==> src/rtl/sram_port_arbiter.sv <==
// Two-master round-robin arbiter in front of one SRAM port, with a one-stage
// read-response pipeline that tags data and range errors back to the issuing master.
module sram_port_arbiter #(
    parameter int DATAWIDTH = 32,
    parameter int ADDRWIDTH = 12
) (
    input  logic                 clk,
    input  logic                 rst,

    input  logic                 m0_req,
    output logic                 m0_gnt,
    input  logic [31:0]          m0_addr,
    input  logic                 m0_we,
    input  logic [3:0]           m0_be,
    input  logic [DATAWIDTH-1:0] m0_wdata,
    output logic                 m0_rvalid,
    output logic [DATAWIDTH-1:0] m0_rdata,
    output logic                 m0_err,

    input  logic                 m1_req,
    output logic                 m1_gnt,
    input  logic [31:0]          m1_addr,
    input  logic                 m1_we,
    input  logic [3:0]           m1_be,
    input  logic [DATAWIDTH-1:0] m1_wdata,
    output logic                 m1_rvalid,
    output logic [DATAWIDTH-1:0] m1_rdata,
    output logic                 m1_err,

    output logic [ADDRWIDTH-1:0] sram_addr,
    output logic                 sram_we,
    output logic [3:0]           sram_be,
    output logic [DATAWIDTH-1:0] sram_d,
    input  logic [DATAWIDTH-1:0] sram_q
);

    // last_grant = 1 means m1 won the most recent handshake
    logic                 last_grant;
    logic                 gnt0;
    logic                 gnt1;
    logic                 any_gnt;
    logic                 sel;

    logic                 oor0;
    logic                 oor1;

    logic [31:0]          sel_addr;
    logic                 sel_we;
    logic [3:0]           sel_be;
    logic [DATAWIDTH-1:0] sel_wdata;
    logic                 sel_oor;

    logic                 resp_valid;
    logic                 resp_owner;
    logic                 resp_read;
    logic                 resp_err;

    logic                 rv0;
    logic                 rv1;
    logic                 unused_addr_bits;

    assign oor0 = |m0_addr[31:ADDRWIDTH+2];
    assign oor1 = |m1_addr[31:ADDRWIDTH+2];

    always_comb begin
        gnt0 = m0_req & (~m1_req | last_grant);
        gnt1 = m1_req & (~m0_req | ~last_grant);
    end

    assign any_gnt = gnt0 | gnt1;
    assign m0_gnt  = gnt0;
    assign m1_gnt  = gnt1;

    // With no grant the mux stays on the last winner so sram_addr does not toggle
    assign sel = any_gnt ? gnt1 : last_grant;

    always_comb begin
        sel_addr  = m0_addr;
        sel_we    = m0_we;
        sel_be    = m0_be;
        sel_wdata = m0_wdata;
        sel_oor   = oor0;
        if (sel) begin
            sel_addr  = m1_addr;
            sel_we    = m1_we;
            sel_be    = m1_be;
            sel_wdata = m1_wdata;
            sel_oor   = oor1;
        end
    end

    assign sram_addr = sel_addr[ADDRWIDTH+1:2];
    assign sram_we   = any_gnt & sel_we & ~sel_oor;
    assign sram_be   = any_gnt ? sel_be : 4'b0000;
    assign sram_d    = sel_wdata;

    always_ff @(posedge clk or posedge rst) begin
        if (rst) begin
            last_grant <= 1'b1;
            resp_valid <= 1'b0;
            resp_owner <= 1'b0;
            resp_read  <= 1'b0;
            resp_err   <= 1'b0;
        end else begin
            if (any_gnt) begin
                last_grant <= gnt1;
            end
            // In-range writes complete silently; everything else gets a response slot
            resp_valid <= any_gnt & (~sel_we | sel_oor);
            resp_owner <= sel;
            resp_read  <= ~sel_we;
            resp_err   <= sel_oor;
        end
    end

    assign rv0 = resp_valid & resp_read & ~resp_owner;
    assign rv1 = resp_valid & resp_read &  resp_owner;

    assign m0_rvalid = rv0;
    assign m1_rvalid = rv1;
    assign m0_rdata  = (rv0 & ~resp_err) ? sram_q : '0;
    assign m1_rdata  = (rv1 & ~resp_err) ? sram_q : '0;
    assign m0_err    = resp_valid & resp_err & ~resp_owner;
    assign m1_err    = resp_valid & resp_err &  resp_owner;

    assign unused_addr_bits = ^{m0_addr[1:0], m1_addr[1:0], sel_addr[1:0]};

endmodule
==> config.mk <==
export PLATFORM = sky130hd
export DESIGN_NAME = sram_port_arbiter
export DESIGN_NICKNAME = d
export VERILOG_FILES = /design/src/rtl/sram_port_arbiter.sv
export SDC_FILE = /design/constraint.sdc
export NUM_CORES = 1
export LEC_CHECK = 0
export CAP_MARGIN = 0
export CORE_AREA = 2 2 114 116
export CTS_CLUSTER_DIAMETER = 80
export DETAILED_ROUTE_END_ITERATION = 10
export DIE_AREA = 0 0 116 118
export GPL_TIMING_DRIVEN = 0
export SYNTH_ARGS = -nofsm -noshare
export SYNTH_HDL_FRONTEND = slang
export SYNTH_SLANG_ARGS = --single-unit
export TNS_END_PERCENT = 30
==> constraint.sdc <==
create_clock -name clk -period 2.8 [get_ports clk]
set_clock_uncertainty 0.15 [all_clocks]
set_input_delay 0.56 -clock clk [delete_from_list [all_inputs] [get_ports clk]]
set_output_delay 0.56 -clock clk [all_outputs]
set_load 0.02 [all_outputs]
Yosys cells after proc, flatten, opt, wreduce, memory -nomap -nowiden --
Index checks and enable logic that the tools add are counted.
Storage, ports and cells: flip-flop bits (word level) 5, input bits 174, output and inout port bits 119, logic and storage cells 40
Cells by class: muxes and demuxes 9, bitwise gates (word level) 24, reductions and logical operators 2
Operator list (count):
- 32-bit two-way mux | 3
- 18-bit OR reduction | 2
- 14-bit two-way mux | 1
- 1-bit bitwise AND | 13
- 4-bit two-way mux | 2
- 1-bit NOT | 7
- 1-bit OR | 4
- 1-bit two-way mux | 3

Logic depth before layout (Yosys ltp) --
Gate-level depths: netlist of the first run.
word-level depth 9, gate-level depth with buffers 7, mapped depth without buffers 6

Least setup slack after synthesis of the first run --
Ideal clock, no wire load.
kind input to output, start input port m1_addr[29], end output port sram_we, arrival time 1.754 ns, data required time 2.090 ns, path slack 0.336 ns, cell stages on the path 4, path buffers 0, cells stage by stage or4_1 > nor4_1 > o21bai_1 > nor2_1
On the way: cells in the longest elaborated chain, start to end 4
RTL lines:
- start: declaration | RTL line 22 | input logic [31:0] m1_addr,
- 18-bit OR reduction | RTL line 63 | assign oor1 = |m1_addr[31:ADDRWIDTH+2];
- 1-bit two-way mux | RTL line 83 | if (sel) begin
- 1-bit NOT | RTL line 93 | assign sram_we = any_gnt & sel_we & ~sel_oor;
- 1-bit bitwise AND | RTL line 93
- end: declaration | RTL line 31 | output logic sram_we,
No other way between the ends.

Final worst setup path of the first run --
start input port m0_addr[28], end output port sram_we
On the way: cells in the longest elaborated chain, start to end 4
RTL lines:
- start: declaration | RTL line 12 | input logic [31:0] m0_addr,
- 18-bit OR reduction | RTL line 62 | assign oor0 = |m0_addr[31:ADDRWIDTH+2];
- 1-bit two-way mux | RTL line 83
- 1-bit NOT | RTL line 93
- 1-bit bitwise AND | RTL line 93
No other way between the ends.

==> results of run 1 <==
[how the worst max path moves through the flow]
stage / end / slack [ps] / depth (start not counted)
after global routing: sram_we / -120 / 7
after global placement: sram_we / -890 / 6
after CTS: sram_we / -190 / 6
after detailed placement: sram_we / -870 / 8
after floorplan: sram_we / 340 / 4
final: sram_we / -20 / 6
[worst max-delay path: stages]
cell             delay [ps]
clkdlybuf4s50_1         400
or4_4                   520
nor4_4                  260
o21bai_1                100
nor2_1                  120
buf_4                   150
[timing repair]
item	4_1_cts	5_1_grt
buffers inserted	2	1
endpoints found under the setup margin	111	101
gates resized for setup	159	65
pin swaps	2	8
[per-stage QoR]
step | setup TNS, ps | util, % | hold slack [ps] | power, mW | setup slack [ps]
finish | -18.7 | 37.9 | 381 | 1.13 | -18.7
global route | -121 | 37.9 | 435 | 1.21 | -118
CTS | -623 | 37.4 | 387 | 1.17 | -191
detailed placement | -31490 | 35.8 | 626 | 0.939 | -867
global placement | -30910 | 35.8 | 629 | 0.931 | -887
floorplan | 0 | - | 188 | 0.411 | 336
[power by group]
group	switching, mW	internal [mW]	total [mW]
registers	0.00809	0.0814	0.0895
clock network	0.0430	0.188	0.231
logic	0.384	0.429	0.813
[flip-flops by register name, summed over array words and instances (netlist names)]
name,cells
last_grant,1
resp_err,1
resp_owner,1
resp_read,1
resp_valid,1
[synth_stat cells, drive strengths merged]
| library cell | instances |
|---|---|
| mux2i | 1 |
| o21bai | 1 |
| buf | 1 |
| o21ai | 1 |
| dfstp | 1 |
| a22o | 4 |
| nand2 | 139 |
| and2 | 65 |
| nor3 | 1 |
| nor4 | 8 |
| inv | 3 |
| a21boi | 1 |
| nor2b | 2 |
| clkbuf | 15 |
| nor2 | 7 |
| or4 | 2 |
| dfrtp | 4 |
| and3 | 2 |
[layout by cell type, fill, tap and decap left out, types with 2 or more instances in the layout]
cell type and instances:
or4_4 2, and2_1 65, and3_1 2, dfrtp_1 4
nor4_1 5, nor4_4 2, dlymetal6s2s_1 37, clkbuf_1 2
nand2_1 138, clkbuf_2 6, nor2_1 7, buf_4 6
clkbuf_16 3, buf_2 9, clkbuf_4 7, clkdlybuf4s15_2 28
dlygate4sd2_1 10, inv_1 2, clkdlybuf4s50_1 200, a22o_1 4
[per-layer routing]
metal	part of all wire, %	vias to the layer above	GRT usage [%]
met3	12	6	3.81
met4	1.1	0	2.68
li1	-	1384	-
met2	53	179	25.4
met5	0	-	0
met1	34	1206	12.2
[layout make-up]
cell class | count | share of cell area, %
Antenna cell | 1 | 0.0532
Buffer | 16 | 2.53
Clock buffer | 4 | 1.67
Inverter | 3 | 0.239
Multi-Input combinational cell | 234 | 25.1
Sequential cell | 5 | 2.68
Tap cell | 172 | 4.57
Timing Repair Buffer | 291 | 63.1
[cells by family after synthesis]
logic type,after synthesis,share of synthesized area (%)
muxes,1,0.742
AOI/OAI and AO/OA,7,4.92
DFF,5,9.37
and+or+nand+nor,226,79.1
buffers and inverters,19,5.84
==> run_results.csv, run 1 <==
group,metric,value,unit
routing,first_pass_iters,4,
routing,drc,0,
synth,synthCells,258,
grt,track_usage,12.6,%
sta,setup_viol,1,
clocking,clk_path_buf_depth,2,
power,vdd_drop_max,0.000117,V
final_layout,drive_above_1_share,13.4,%
final_layout,stdcell_count,726,
worst_setup_path,crit_required,2090,ps
floorplanning,num_rows,41,
clocking,clock_latency,230,ps
outcome,failed_checks,"setup timing",
power,power.leakage,2.63,nW
floorplanning,ios,293,
sta,worstMarginPinSlew,306,ps
run,cap_violations,0,
floorplanning,die_w,116,um
final_layout,nNetsFinal,728,
sta,finalCritPeriodShare,101,%
synth,ys_seq_area_share,9.37,%
floorplanning,fp.dieH,118,um
worst_setup_path,worst-r2r-setup-slack,1110,ps
final_layout,syn2layout_area_growth,249,%
clocking,clock_sinks,5,
place,placed_cells,718,
synth,syn_area_per_cell,5.23,sq um
synth,syn_area,0.00135,sq mm
synth,yosysWarnings,0,
synth,synth.largest_area_cell,"nand2_1",
routing,finalWirelength,9.51,mm
clocking,clk_root_buffer_cell,"clkbuf_16",
outcome,status,"complete, but fails checks",
worst_setup_path,critical_path_class,"in2out",
worst_setup_path,reg2reg_to,"resp_valid$_DFF_PP0_",
final_layout,regArea,126,sq um
floorplanning,dieArea,0.0137,sq mm
place,dp_hpwl,8.45,mm
worst_setup_path,cp-end-kind,"output pin",
synth,synthesis.nets,432,
clocking,cts_hold_buf,0,
place,port_buffers,288,
place,place_area,0.00445,sq mm
sta,max_freq,355,MHz
clocking,numCtsBuffers,3,
sta,maxSlewViolCount,0,
sta,slew_headroom,79.5,%
synth,synthTopCellsByArea,"nand2_1, and2_1, dfrtp_1",
worst_setup_path,r2r_start,"last_grant$_DFF_PP1_",
clocking,clkTransAtPathRegs,30,ps
worst_setup_path,critPathLaunchType,"input port",
final_layout,multi_input_area,0.00118,sq mm
grt,grt_pass1_wl,13.7,mm
worst_setup_path,setup.worst_path.start,"m0_addr[28]",
synth,ys_types,21,
routing,dr_total_vias,2775,
hold_path,min_path_type,"in2async",
clocking,cts_tree,"yes",
final_layout,nFillCells,1352,
synth,synthDominantCellAreaShare,38.4,%
final_layout,finish.instance_area,0.00471,sq mm
clocking,h-tree-depth,1,
sta,min_period,2820,ps
worst_setup_path,worst-r2r-cell-count,5,
place,gp_congestion,0.765,
synth,synth-seq-cells,5,
grt,grt_pass1_vias,2806,
worst_setup_path,critPathArrivalTime,2110,ps
routing,detail_route.wl_per_cell,13.1,um
routing,vias_per_cell,3.82,
grt,grt_max_degree,12,
routing,first_iter_violations,51,
power,powerDensity,241,mW/mm^2
grt,antenna_found_initial,1,
floorplanning,start_util,10.9,%
worst_setup_path,cp_max_fo,2,
sta,fin_ws,-18.7,ps
sta,hold_viol,0,
floorplanning,core-area,0.0124,sq mm
grt,grt_remaining_overflow,0,
sta,rsz0062_at_grt,"true",
routing,drtAntennaViolNets,0,
Power figures use the tool's default switching activity.
==> run 2: changes to the inputs <==
--- a/config.mk
+++ b/config.mk
@@ -8,9 +8,11 @@
 export CAP_MARGIN = 0
 export CORE_AREA = 2 2 114 116
 export CTS_CLUSTER_DIAMETER = 80
+export CTS_CLUSTER_SIZE = 10
 export DETAILED_ROUTE_END_ITERATION = 10
 export DIE_AREA = 0 0 116 118
 export GPL_TIMING_DRIVEN = 0
+export SLEW_MARGIN = 20
 export SYNTH_ARGS = -nofsm -noshare
 export SYNTH_HDL_FRONTEND = slang
 export SYNTH_SLANG_ARGS = --single-unit
==> results of run 2 <==
No change in the layout: final DEF, timing and power equal those of run 1.
